## src/rtl/ysyx_23060187_multicycle_ctrl.sv

```systemverilog
// ysyx_23060187_multicycle_ctrl: RV32I/RV64I decode plus FETCH->DECODE->EXEC->MEM->WB sequencer
// with LSU handshake, optional LSU timeout and sticky halt/illegal flags.
module ysyx_23060187_multicycle_ctrl #(
    parameter int XLEN    = 32,
    parameter int ALU_W   = 4,
    parameter int TIMEOUT = 0
) (
    input  logic             clk,
    input  logic             rst_n,
    input  logic             inst_valid,
    output logic             inst_ready,
    input  logic [31:0]      inst,
    input  logic             cmp_true,
    output logic             lsu_req_valid,
    input  logic             lsu_req_ready,
    output logic             lsu_we,
    input  logic             lsu_rvalid,
    output logic [ALU_W-1:0] alu_ctrl,
    output logic             alu_src_a,
    output logic             alu_src_b,
    output logic [2:0]       imm_sel,
    output logic             word_op,
    output logic             rf_we,
    output logic [1:0]       wb_sel,
    output logic             pc_we,
    output logic             pc_sel,
    output logic             halt,
    output logic             illegal,
    output logic [2:0]       state_o
);
    typedef enum logic [2:0] {FETCH = 3'd0, DECODE, EXEC, MEM, WB, HALT} state_t;
    localparam int CW = TIMEOUT > 1 ? $clog2(TIMEOUT) : 1;
    localparam logic [CW-1:0] TMAX = CW'(TIMEOUT > 0 ? TIMEOUT - 1 : 0);
    localparam logic [31:0] EBREAK = 32'h0010_0073;
    localparam logic [ALU_W-1:0] ADD = ALU_W'(0), SUB = ALU_W'(1), SLL = ALU_W'(2), SLT = ALU_W'(3),
        SLTU = ALU_W'(4), XOR = ALU_W'(5), SRL = ALU_W'(6), SRA = ALU_W'(7), OR = ALU_W'(8),
        AND = ALU_W'(9), PASSB = ALU_W'(10);
    localparam bit RV64 = XLEN == 64;
    state_t state, state_nx;
    logic [31:0] ir;
    logic [CW-1:0] cnt;
    logic is_ld, is_st, is_jmp, is_br, wr_rd, taken, acc, set_ill, mem_done;
    logic [1:0] wb_r;
    logic d_ill, d_a, d_b, d_word, d_wr, d_ld, d_st, d_jmp, d_br;
    logic [ALU_W-1:0] d_alu;
    logic [2:0] d_imm;
    logic [1:0] d_wb;
    logic [6:0] op, f7;
    logic [2:0] f3;
    assign op = ir[6:0];
    assign f3 = ir[14:12];
    assign f7 = ir[31:25];

    function automatic logic [ALU_W-1:0] alu_of(input logic [2:0] f, input logic alt);
        case (f)
            3'd0: alu_of = alt ? SUB : ADD;
            3'd1: alu_of = SLL;
            3'd2: alu_of = SLT;
            3'd3: alu_of = SLTU;
            3'd4: alu_of = XOR;
            3'd5: alu_of = alt ? SRA : SRL;
            3'd6: alu_of = OR;
            default: alu_of = AND;
        endcase
    endfunction

    always_comb begin
        d_ill = 1'b0; d_alu = ADD; d_a = 1'b0; d_b = 1'b1; d_imm = 3'd0; d_word = 1'b0;
        d_wr = 1'b0; d_wb = 2'd0; d_ld = 1'b0; d_st = 1'b0; d_jmp = 1'b0; d_br = 1'b0;
        case (op)
            7'h37: begin d_alu = PASSB; d_imm = 3'd3; d_wr = 1'b1; end
            7'h17: begin d_a = 1'b1; d_imm = 3'd3; d_wr = 1'b1; end
            7'h6f: begin d_a = 1'b1; d_imm = 3'd4; d_wr = 1'b1; d_wb = 2'd2; d_jmp = 1'b1; end
            7'h67: begin d_ill = f3 != 3'd0; d_wr = 1'b1; d_wb = 2'd2; d_jmp = 1'b1; end
            7'h63: begin
                d_ill = f3[2:1] == 2'b01; d_b = 1'b0; d_imm = 3'd2; d_br = 1'b1;
                d_alu = !f3[2] ? SUB : f3[1] ? SLTU : SLT;
            end
            7'h03: begin
                d_ill = f3 == 3'd7 || (!RV64 && (f3 == 3'd3 || f3 == 3'd6));
                d_ld = 1'b1; d_wr = 1'b1; d_wb = 2'd1;
            end
            7'h23: begin d_ill = f3[2] || (!RV64 && f3 == 3'd3); d_st = 1'b1; d_imm = 3'd1; end
            7'h13: begin
                d_wr = 1'b1; d_alu = alu_of(f3, f3 == 3'd5 && ir[30]);
                d_ill = f3 == 3'd1 ? (RV64 ? ir[31:26] != 6'd0 : f7 != 7'd0) :
                        f3 == 3'd5 ? (RV64 ? {ir[31], ir[29:26]} != 5'd0 : {f7[6], f7[4:0]} != 6'd0) : 1'b0;
            end
            7'h33: begin
                d_b = 1'b0; d_wr = 1'b1; d_alu = alu_of(f3, ir[30]);
                d_ill = {f7[6], f7[4:0]} != 6'd0 || (ir[30] && f3 != 3'd0 && f3 != 3'd5);
            end
            7'h1b: begin
                d_word = 1'b1; d_wr = 1'b1; d_alu = alu_of(f3, f3 == 3'd5 && ir[30]);
                d_ill = !RV64 || !(f3 == 3'd0 || (f3 == 3'd1 && f7 == 7'd0) ||
                        (f3 == 3'd5 && {f7[6], f7[4:0]} == 6'd0));
            end
            7'h3b: begin
                d_b = 1'b0; d_word = 1'b1; d_wr = 1'b1; d_alu = alu_of(f3, ir[30]);
                d_ill = !RV64 || {f7[6], f7[4:0]} != 6'd0 ||
                        !(f3 == 3'd0 || f3 == 3'd5 || (f3 == 3'd1 && !ir[30]));
            end
            7'h73: d_ill = ir != 32'h0000_0073;
            7'h0f: d_ill = f3 != 3'd0;
            default: d_ill = 1'b1;
        endcase
    end

    // A load may see rvalid in the same cycle the request is accepted
    assign mem_done = is_st ? lsu_req_ready : lsu_rvalid && (acc || lsu_req_ready);

    always_comb begin
        state_nx = state;
        set_ill = 1'b0;
        case (state)
            FETCH: state_nx = inst_valid ? DECODE : FETCH;
            DECODE: begin
                state_nx = (ir == EBREAK || d_ill) ? HALT : EXEC;
                set_ill = ir != EBREAK && d_ill;
            end
            EXEC: state_nx = (is_ld || is_st) ? MEM : WB;
            MEM: begin
                set_ill = !mem_done && TIMEOUT > 0 && cnt == TMAX;
                state_nx = mem_done ? WB : set_ill ? HALT : MEM;
            end
            WB: state_nx = FETCH;
            HALT: state_nx = HALT;
            default: state_nx = FETCH;
        endcase
    end

    always_ff @(posedge clk or negedge rst_n) begin
        if (!rst_n) begin
            state <= FETCH;
            ir <= '0;
            cnt <= '0;
            acc <= 1'b0;
            taken <= 1'b0;
            illegal <= 1'b0;
            alu_ctrl <= '0;
            alu_src_a <= 1'b0;
            alu_src_b <= 1'b0;
            imm_sel <= '0;
            word_op <= 1'b0;
            wr_rd <= 1'b0;
            wb_r <= '0;
            is_ld <= 1'b0;
            is_st <= 1'b0;
            is_jmp <= 1'b0;
            is_br <= 1'b0;
        end else begin
            state <= state_nx;
            if (state == FETCH && inst_valid) ir <= inst;
            if (state == DECODE) begin
                alu_ctrl <= d_alu;
                alu_src_a <= d_a;
                alu_src_b <= d_b;
                imm_sel <= d_imm;
                word_op <= d_word;
                wr_rd <= d_wr && ir[11:7] != 5'd0;
                wb_r <= d_wb;
                is_ld <= d_ld;
                is_st <= d_st;
                is_jmp <= d_jmp;
                is_br <= d_br;
            end
            if (state == EXEC) begin
                taken <= cmp_true ^ f3[0];
                cnt <= '0;
                acc <= 1'b0;
            end else if (state == MEM) begin
                cnt <= cnt + 1'b1;
                if (lsu_req_valid && lsu_req_ready) acc <= 1'b1;
            end
            if (set_ill) illegal <= 1'b1;
        end
    end

    assign inst_ready = state == FETCH;
    assign lsu_req_valid = state == MEM && !acc;
    assign lsu_we = lsu_req_valid && is_st;
    assign pc_we = state == WB;
    assign pc_sel = state == WB && (is_jmp || (is_br && taken));
    assign rf_we = state == WB && wr_rd;
    assign wb_sel = state == WB ? wb_r : 2'd0;
    assign halt = state == HALT;
    assign state_o = state;
endmodule

```

## config.mk

```make
export PLATFORM = sky130hd
export DESIGN_NAME = ysyx_23060187_multicycle_ctrl
export DESIGN_NICKNAME = d
export VERILOG_FILES = /design/src/rtl/ysyx_23060187_multicycle_ctrl.sv
export SDC_FILE = /design/constraint.sdc
export NUM_CORES = 1
export LEC_CHECK = 0
export BUFFER_PORTS_ARGS = -buffer_cell sky130_fd_sc_hd__buf_2
export CORE_UTILIZATION = 55
export CTS_BUF_LIST = sky130_fd_sc_hd__clkbuf_8
export CTS_CLUSTER_SIZE = 8
export DETAILED_ROUTE_END_ITERATION = 6
export GPL_TIMING_DRIVEN = 0
export PLACE_DENSITY = 0.86
export SLEW_MARGIN = 25
export SYNTH_ARGS = -nofsm -noshare
export SYNTH_HDL_FRONTEND = slang
export SYNTH_SLANG_ARGS = --single-unit
```

## constraint.sdc

```tcl
create_clock -name clk -period 3.2 [get_ports clk]
set_input_delay 0.64 -clock clk [delete_from_list [all_inputs] [get_ports clk]]
set_output_delay 0.64 -clock clk [all_outputs]
set_load 0.05 [all_outputs]
```

==> results of run 1 <==
[registers in the layout (all words and copies together) (netlist names)]
signal	count
wr_rd	1
alu_src_a	1
word_op	1
wb_r	2
alu_src_b	1
is_br	1
imm_sel	3
is_st	1
state_o	3
taken	1
is_jmp	1
alu_ctrl	4
acc	1
ir	32
illegal	1
[cells by family after synthesis]
| group | Yosys count | synth area share, % |
|---|---|---|
| AO/OA/AOI/OAI | 44 | 11.4 |
| XOR/XNOR | 2 | 0.671 |
| buffers and inverters | 19 | 2.73 |
| flip-flops | 54 | 51.7 |
| multiplexers | 31 | 13.4 |
| AND/OR/NAND/NOR | 104 | 20.1 |
[through the flow]
step	std cells	hold slack, ps	util [%]	setup WS (ps)	cell area (um2)
2_1_floorplan	254	344	-	45.3	2620
3_3_place_gp	366	446	66.8	545	2990
3_5_place_dp	366	459	66.8	533	2990
4_1_cts	374	372	68.9	517	3080
5_1_grt	374	420	68.9	412	3080
6_report	374	345	68.9	507	3080
[layer usage]
layer / GRT usage (%) / vias up / wire (um)
met5: 0 / - / 0
met4: 7.56 / 0 / 71
met3: 5.70 / 7 / 311
met2: 40.3 / 67 / 2770
met1: 32.4 / 1022 / 2480
li1: - / 1052 / -
[path summary, 6_finish.rpt]
| kind | cells after the start | slack, ps | to |
|---|---|---|---|
| worst max-delay path | 6 | 510 | state_o[1]$_DFF_PN0_ |
| worst min-delay path | 1 | 350 | imm_sel[1]$_DFFE_PN0N_ |
| worst max register to register | 6 | 510 | state_o[1]$_DFF_PN0_ |
| worst min register to register | 2 | 480 | word_op$_DFFE_PN0N_ |
| max in group asynchronous | 1 | 2400 | ir[3]$_DFFE_PN0P_ |
| min in group clk | 2 | 480 | word_op$_DFFE_PN0N_ |
[final cells by class]
cell class / instances / share of cell area, %
Buffer: 15 / 1.83
Clock inverter: 2 / 0.284
Timing Repair Buffer: 60 / 9.83
Inverter: 4 / 0.487
Tap cell: 52 / 2.11
Clock buffer: 6 / 2.68
Multi-Input combinational cell: 181 / 38.9
Sequential cell: 54 / 43.8
[layout by cell type, fill, tap and decap left out, types with 5 or more instances in the layout]
| cell type | n |
|---|---|
| nor2b_1 | 8 |
| nor2_1 | 21 |
| clkbuf_1 | 11 |
| buf_2 | 59 |
| nand2_1 | 32 |
| a21oi_1 | 7 |
| nor3_1 | 8 |
| and2_1 | 6 |
| dfrtp_1 | 54 |
| nor4_1 | 6 |
| mux2_2 | 31 |
| o21ai_0 | 10 |
| inv_1 | 5 |
| clkbuf_8 | 6 |
[power by group]
part / leakage (nW) / switching, mW / internal (mW) / total, mW
combinational: 0.674 / 0.837 / 0.496 / 1.33
clock: 0.0524 / 0.214 / 0.172 / 0.386
sequential: 0.666 / 0.193 / 0.957 / 1.15
==> impl_metrics.yaml, run 1 <==
sta:
  fin_tns_setup_ps: 0
  tightest_slew_ps: 681
  fmax_mhz: 371
  finalCritPeriodShare_pct: 84.2
  rsz0062_at_grt: "no"
  final_hold_viol_count: 0
  min_period_ps: 2690
  relSlewSlack_pct: 54.2
  setup_viol: 0
  clock_skew_ps: 5.49
  final-max-slew-violation-count: 0
finish:
  n_antenna_cell: 0
  area_growth_pct: 18.0
  multiInputGateArea_um2: 1200
  nFillCells: 362
  drive_above_1_share_pct: 31.7
  ff_latch_area_um2: 1350
  finalNetCount: 359
clocking:
  numCtsBuffers: 5
  clk_pin_slew_ps: 90
  cts_max_path_buffers: 2
  post_cts_buffers: 0
  clock_latency_ps: 310
  cts_tree: "done"
  htreeDepth: 2
  root_buffer: "clkbuf_8"
  postCtsHoldBufs: 0
  cts_resized: 0
  cts.sinks: 54
logic_synthesis:
  synth_cell_types: 44
  synth_cells: 254
  synth.top_cell.area_share_pct: 51.7
  netlist_top_cells_area: "dfrtp_1 (52%), mux2_2 (13%), nand2_1 (4.6%)"
  ys_seq_elements: 54
  synthArstFlopShare_pct: 100
  synth_area_um2: 2610
  synth_edf_count: 0
  synth_area_per_cell_um2: 10.3
  synth-main-ff-cell: "dfrtp_1"
  synth.most_common_cell: "dfrtp_1"
  seq_area_frac_synth_pct: 51.7
  synth_warnings: 0
  synth_commonest_cells: "dfrtp_1 (54), nand2_1 (32), mux2_2 (31), nor2_1 (21), clkbuf_1 (11)"
  syn_nets: 292
  yosysTopAreaCell: "dfrtp_1"
place:
  hpwl_mm: 4.18
  io_buffers: 60
  place_congestion: 0.920
floorplan:
  coreArea_um2: 4470
  die_x_um: 70.9
  die_area_um2: 5030
  fp-row-count: 24
  num_io_pins: 61
  start_util_pct: 58.4
  die_h_um: 70.9
global_route:
  grt_antenna_before_repair: 0
  grt.total_usage_pct: 24.4
  grt_max_degree: 55
  grt_pass1_vias: 2043
  grt_overflow: 0
  grt_pass1_wl_mm: 9.54
critical_path:
  max_stage_delay_ps: 540
  critPathKind: "flop to flop"
  cp_common_cell: "or4_1"
  reg2reg_from: "ir[25]$_DFFE_PN0P_"
  cp_slowest_cell: "or4_1"
  critPathCaptureType: "flop"
  startpoint_type: "flop"
  worstPathMaxFanout: 3
  worstPathCellList: "or4_1, or3_1, or4_1, o31a_1, or4_1, o21ai_1"
  critPathRequiredTime_ps: 3440
  crit_family: "simple AND/OR/NAND/NOR gates"
  critPathBufInv: 0
  critical_path.startpoint: "ir[25]$_DFFE_PN0P_"
  cp.arrival_ps: 2930
power:
  power_mw: 2.87
  p_per_area_nw_per_um2: 931
  p_leak_nw: 1.39
  ir_worst_vdd_v: 0.000540
route:
  drc: 8
  drt-initial-drc-count: 190
  wl_per_cell_um: 15.1
  vias: 2148
  drtAntennaViolNets: 0
  first_pass_iters: 7
  via_per_inst: 5.74
  routed_wl_mm: 5.63
hold_path:
  hold_path_class: "primary input to asynchronous set/reset pin"
status:
  violations: "DRC"
  status: "finished, violations left"
job:
  maxCapViolations: 0
No activity file was read; power rests on OpenSTA's default activity.
==> inputs of run 2 (changes only) <==
--- a/config.mk
+++ b/config.mk
@@ -6,12 +6,12 @@
 export NUM_CORES = 1
 export LEC_CHECK = 0
 export BUFFER_PORTS_ARGS = -buffer_cell sky130_fd_sc_hd__buf_2
-export CORE_UTILIZATION = 55
+export CORE_UTILIZATION = 50
 export CTS_BUF_LIST = sky130_fd_sc_hd__clkbuf_8
 export CTS_CLUSTER_SIZE = 8
 export DETAILED_ROUTE_END_ITERATION = 6
 export GPL_TIMING_DRIVEN = 0
-export PLACE_DENSITY = 0.86
+export PLACE_DENSITY = 0.83
 export SLEW_MARGIN = 25
 export SYNTH_ARGS = -nofsm -noshare
 export SYNTH_HDL_FRONTEND = slang
==> constraint.sdc (replaced) <==
create_clock -name clk -period 2.4 [get_ports clk]
set_input_delay 0.48 -clock clk [delete_from_list [all_inputs] [get_ports clk]]
set_output_delay 0.48 -clock clk [all_outputs]
set_load 0.05 [all_outputs]
==> impl_metrics.yaml, run 2 (synthesized netlist as in run 1, its figures left out) <==
status:
  status: "finished, violations left"
  violations: "setup timing"
floorplan:
  die_area_um2: 5520
  start_util_pct: 53.5
  coreArea_um2: 4880
  die_h_um: 74.3
  num_io_pins: 61
  fp-row-count: 25
  die_x_um: 74.3
clocking:
  numCtsBuffers: 5
  cts.sinks: 54
  root_buffer: "clkbuf_8"
  clk_pin_slew_ps: 90
  cts_tree: "done"
  cts_max_path_buffers: 2
  htreeDepth: 2
  clock_latency_ps: 310
critical_path:
  critPathCaptureType: "flop"
  r2r_setup_slack_ps: -180
  critPathKind: "flop to flop"
  critical_path.startpoint: "ir[25]$_DFFE_PN0P_"
  r2r_cells: 6
  startpoint_type: "flop"
  reg2reg_to: "state_o[1]$_DFF_PN0_"
  worstPathMaxFanout: 2
  reg2reg_from: "ir[25]$_DFFE_PN0P_"
  cp.arrival_ps: 2810
  critPathRequiredTime_ps: 2630
finish:
  finalNetCount: 360
  top_register: "ir"
  final_util_pct: 65.2
  finalInstanceArea_um2: 3180
  top_regs: "ir (32), alu_ctrl (4)"
  area_growth_pct: 21.7
  final_common_cell: "buf_2"
  largest_reg_flops: 32
  n_antenna_cell: 0
  final_cell_mix: "buf_2 (61), dfrtp_1 (51), nand2_1 (32), mux2_2 (31), nor2_1 (21)"
  drive_above_1_share_pct: 35.7
job:
  maxCapViolations: 0
sta:
  finalHoldWorstSlack_ps: 189
  fmax_mhz: 388
  setup_viol: 3
  tightest_slew_ps: 683
  final_hold_viol_count: 0
  min_period_ps: 2580
  finalCritPeriodShare_pct: 107
  layout_setup_ws_ps: -178
  final-max-slew-violation-count: 0
  clock_skew_ps: 3.51
  relSlewSlack_pct: 54.1
  rsz0062_at_grt: "yes"
place:
  dpl_worst_slack_ps: -187
  io_buffers: 60
  hpwl_mm: 4.18
  place_area_um2: 3040
  place_congestion: 0.885
hold_path:
  hold_path_class: "primary input to asynchronous set/reset pin"
power:
  p_per_area_nw_per_um2: 1250
  p_leak_nw: 1.42
  ir_worst_vdd_v: 0.000629
  power_mw: 3.98
global_route:
  grt.total_usage_pct: 22.1
  grt_overflow: 0
  grt_pass1_vias: 2064
  grt_max_degree: 55
  grt_antenna_before_repair: 0
  grt_pass1_wl_mm: 9.18
route:
  drt-initial-drc-count: 83
  routed_wl_mm: 5.64
  drc: 0
  via_per_inst: 5.58
  vias: 2171
  first_pass_iters: 4
  wl_per_cell_um: 14.5
  drtAntennaViolNets: 0
-- run 2: final cells by class --
type | count | area [um2]
fill | 415 | 1700
clock inverter | 1 | 30.0
timing repair buffer | 61 | 310
clock buffer | 6 | 82.6
tap | 67 | 83.8
inverter | 4 | 15.0
multi-input combinational | 181 | 1240
sequential | 54 | 1360
buffer | 15 | 58.8
-- run 2: worst max path at each step --
stage / endpoint / slack (ps) / cells past startpoint
3_5_place_dp: state_o[1]$_DFF_PN0_ / -190 / 6
3_3_place_gp: state_o[1]$_DFF_PN0_ / -180 / 6
5_1_grt: state_o[1]$_DFF_PN0_ / -230 / 6
4_1_cts: state_o[1]$_DFF_PN0_ / -200 / 6
2_1_floorplan: state_o[1]$_DFF_PN0_ / -10 / 6
6_report: state_o[1]$_DFF_PN0_ / -180 / 6
-- run 2: metal layers --
layer	track usage (%)	wire, um
met3	4.74	363
met2	37.2	2690
met4	8.18	72
met5	0	0
met1	28.3	2520
-- run 2: power breakdown --
| group | internal, mW | switching, mW |
|---|---|---|
| Sequential | 1.28 | 0.286 |
| Clock | 0.334 | 0.282 |
| Combinational | 0.691 | 1.11 |
| Total | 2.30 | 1.68 |
-- run 2: repair_timing --
action	in CTS	in global routing
hold buffers	0	0
resized for setup	4	0
setup buffers	1	1
setup endpoints to repair	1	3
pin swaps	3	2
-- run 2: critical path: stages (launching register included) --
cell and delay (ps):
dfrtp_1 390, or4_4 530, or3_1 320, or4_4 420, o31a_1 280, or4_1 430
o21ai_1 130
-- run 2: through the flow --
step | setup TNS [ps] | std cells
global placement | -180 | 381
floorplan | -10.3 | 254
finish | -241 | 389
CTS | -289 | 389
detailed placement | -187 | 381
global route | -416 | 389
==> inputs of run 3 (changes only) <==
--- a/config.mk
+++ b/config.mk
@@ -5,8 +5,9 @@
 export SDC_FILE = /design/constraint.sdc
 export NUM_CORES = 1
 export LEC_CHECK = 0
+export ABC_AREA = 1
 export BUFFER_PORTS_ARGS = -buffer_cell sky130_fd_sc_hd__buf_2
-export CORE_UTILIZATION = 50
+export CORE_UTILIZATION = 51
 export CTS_BUF_LIST = sky130_fd_sc_hd__clkbuf_8
 export CTS_CLUSTER_SIZE = 8
 export DETAILED_ROUTE_END_ITERATION = 6
==> impl_metrics.yaml, run 3 <==
place:
  place_area_um2: 3420
  io_buffers: 60
  dpl_worst_slack_ps: 522
  place_congestion: 0.852
  hpwl_mm: 5.00
  dp.cells: 478
finish:
  final_common_cell: "nand2_1"
  finalInstanceArea_um2: 3510
  largest_reg_flops: 32
  top_regs: "ir (32), alu_ctrl (4)"
  n_antenna_cell: 0
  final_util_pct: 63.0
  final_cell_mix: "nand2_1 (77), buf_2 (61), nor2_1 (52), dfrtp_1 (51), inv_1 (35)"
  nFillCells: 497
  final_cells: 486
  finalNetCount: 451
  drive_above_1_share_pct: 36.2
  top_register: "ir"
  area_growth_pct: 17.8
clocking:
  cts_tree: "done"
  cts_max_path_buffers: 2
  numCtsBuffers: 5
  post_cts_buffers: 0
  root_buffer: "clkbuf_8"
  clk_pin_slew_ps: 90
  postCtsHoldBufs: 0
  clock_latency_ps: 310
  cts_resized: 0
  cts.sinks: 54
  htreeDepth: 2
route:
  drc: 0
  drt-initial-drc-count: 105
  routed.top_layer: "met4"
  drtAntennaViolNets: 0
  met3_length_um: 272
  routed_wl_mm: 6.31
  met1_length_mm: 2.83
  vias: 2476
  wl_met2_mm: 3.12
  via_per_inst: 5.09
  first_pass_iters: 4
  wl_per_cell_um: 13.0
floorplan:
  fp-row-count: 27
  num_io_pins: 61
  start_util_pct: 53.5
  coreArea_um2: 5570
  die_h_um: 78.5
  die_x_um: 78.5
  die_area_um2: 6160
sta:
  setup_viol: 0
  rsz0062_at_grt: "no"
  final-max-slew-violation-count: 0
  layout_setup_ws_ps: 206
  finalCritPeriodShare_pct: 91.4
  fmax_mhz: 456
  final_hold_viol_count: 0
  tightest_slew_ps: 656
  fin_tns_setup_ps: 0
  finalHoldWorstSlack_ps: 201
  relSlewSlack_pct: 56.2
  min_period_ps: 2190
  clock_skew_ps: 6.25
global_route:
  grt_overflow: 0
  grt_pass1_wl_mm: 10.6
  grt_pass1_vias: 2313
  grt_antenna_before_repair: 0
  grt_max_degree: 55
  grt.total_usage_pct: 22.4
critical_path:
  reg2reg_to: "state_o[2]$_DFF_PN0_"
  reg2reg_from: "ir[3]$_DFFE_PN0P_"
  critPathCaptureType: "output port"
  worstPathCellList: "inv_1, nor3_1, inv_1, nor2_4, inv_1, nor2_4, buf_2"
  r2r_cells: 11
  cp_slowest_cell: "dfrtp_2"
  cp.arrival_ps: 1710
  startpoint_type: "flop"
  r2r_setup_slack_ps: 830
  critPathKind: "flop to output port"
  critPathBufInv: 4
  critPathRequiredTime_ps: 1920
  crit_family: "buffers and inverters"
  max_stage_delay_ps: 430
  worstPathMaxFanout: 4
  cp_common_cell: "inv_1"
power:
  ir_worst_vdd_v: 0.000527
  p_leak_nw: 1.83
  power_mw: 4.13
  p_per_area_nw_per_um2: 1180
logic_synthesis:
  synth_cells: 346
  synth_edf_count: 0
  netlist_top_cells_area: "dfrtp_1 (45%), nand2_1 (9.7%), mux2_4 (8.1%)"
  ys_seq_elements: 54
  synth.top_cell.area_share_pct: 45.3
  yosysTopAreaCell: "dfrtp_1"
  synth_commonest_cells: "nand2_1 (77), nor2_1 (58), dfrtp_1 (54), inv_1 (34), mux2_4 (16)"
  synth_area_per_cell_um2: 8.62
  synth.most_common_cell: "nand2_1"
  synth_warnings: 0
  synth_area_um2: 2980
  synth_cell_types: 36
  seq_area_frac_synth_pct: 45.3
  syn_nets: 384
  synth-main-ff-cell: "dfrtp_1"
  synthArstFlopShare_pct: 100
hold_path:
  hold_path_class: "primary input to asynchronous set/reset pin"
status:
  status: "finished, final reports clean"
job:
  maxCapViolations: 0
==> run 3: cell types whose count changed after synthesis, moves of 7 or more <==
cell      delta
nand2_1     +45
nor2_1      +37
inv_1       +30
mux2_2      -26
mux2_4      +16
a21oi_2     +10
clkbuf_1    -10
inv_2        +8
nor2b_1      -8
nand3_1      +7
==> run 3: cell families (layout without fill, tap and decap cells) <==
kind of cell	count (synthesis)	after routing	synth area share [%]
xor+xnor	1	1	0.294
mux	21	21	9.95
compound gates	39	39	9.44
simple gates	181	181	27.7
buf+inv	50	118	7.26
flops	54	54	45.3
==> run 3: layout make-up <==
class / count / area [um2] / share of cell area, %
buffer: 7 / 55.1 / 1.57
timing repair buffer: 60 / 303 / 8.62
clock buffer: 6 / 82.6 / 2.35
tap: 72 / 90.1 / 2.57
sequential: 54 / 1360 / 38.6
inverter: 43 / 161 / 4.60
clock inverter: 2 / 8.76 / 0.249
multi-input combinational: 242 / 1460 / 41.4
==> run 3: worst max path at each step <==
stage | depth (start not counted) | to | start
4_1_cts | 7 | lsu_we | state_o[0]$_DFF_PN0_
3_5_place_dp | 7 | lsu_we | state_o[0]$_DFF_PN0_
6_report | 7 | lsu_we | state_o[0]$_DFF_PN0_
5_1_grt | 7 | lsu_we | state_o[0]$_DFF_PN0_
2_1_floorplan | 4 | pc_sel | state_o[2]$_DFF_PN0_
3_3_place_gp | 7 | lsu_we | state_o[0]$_DFF_PN0_
==> run 3: where the power goes <==
part	internal (mW)	switching [mW]
sequential	1.28	0.343
clock	0.229	0.281
combinational	0.763	1.23
total	2.27	1.85
==> run 3: per-layer routing <==
metal,global-route usage (%),vias up
li1,-,1237
met1,28.1,1160
met2,38.9,69
met3,4.53,10
met4,6.30,0
met5,0,-
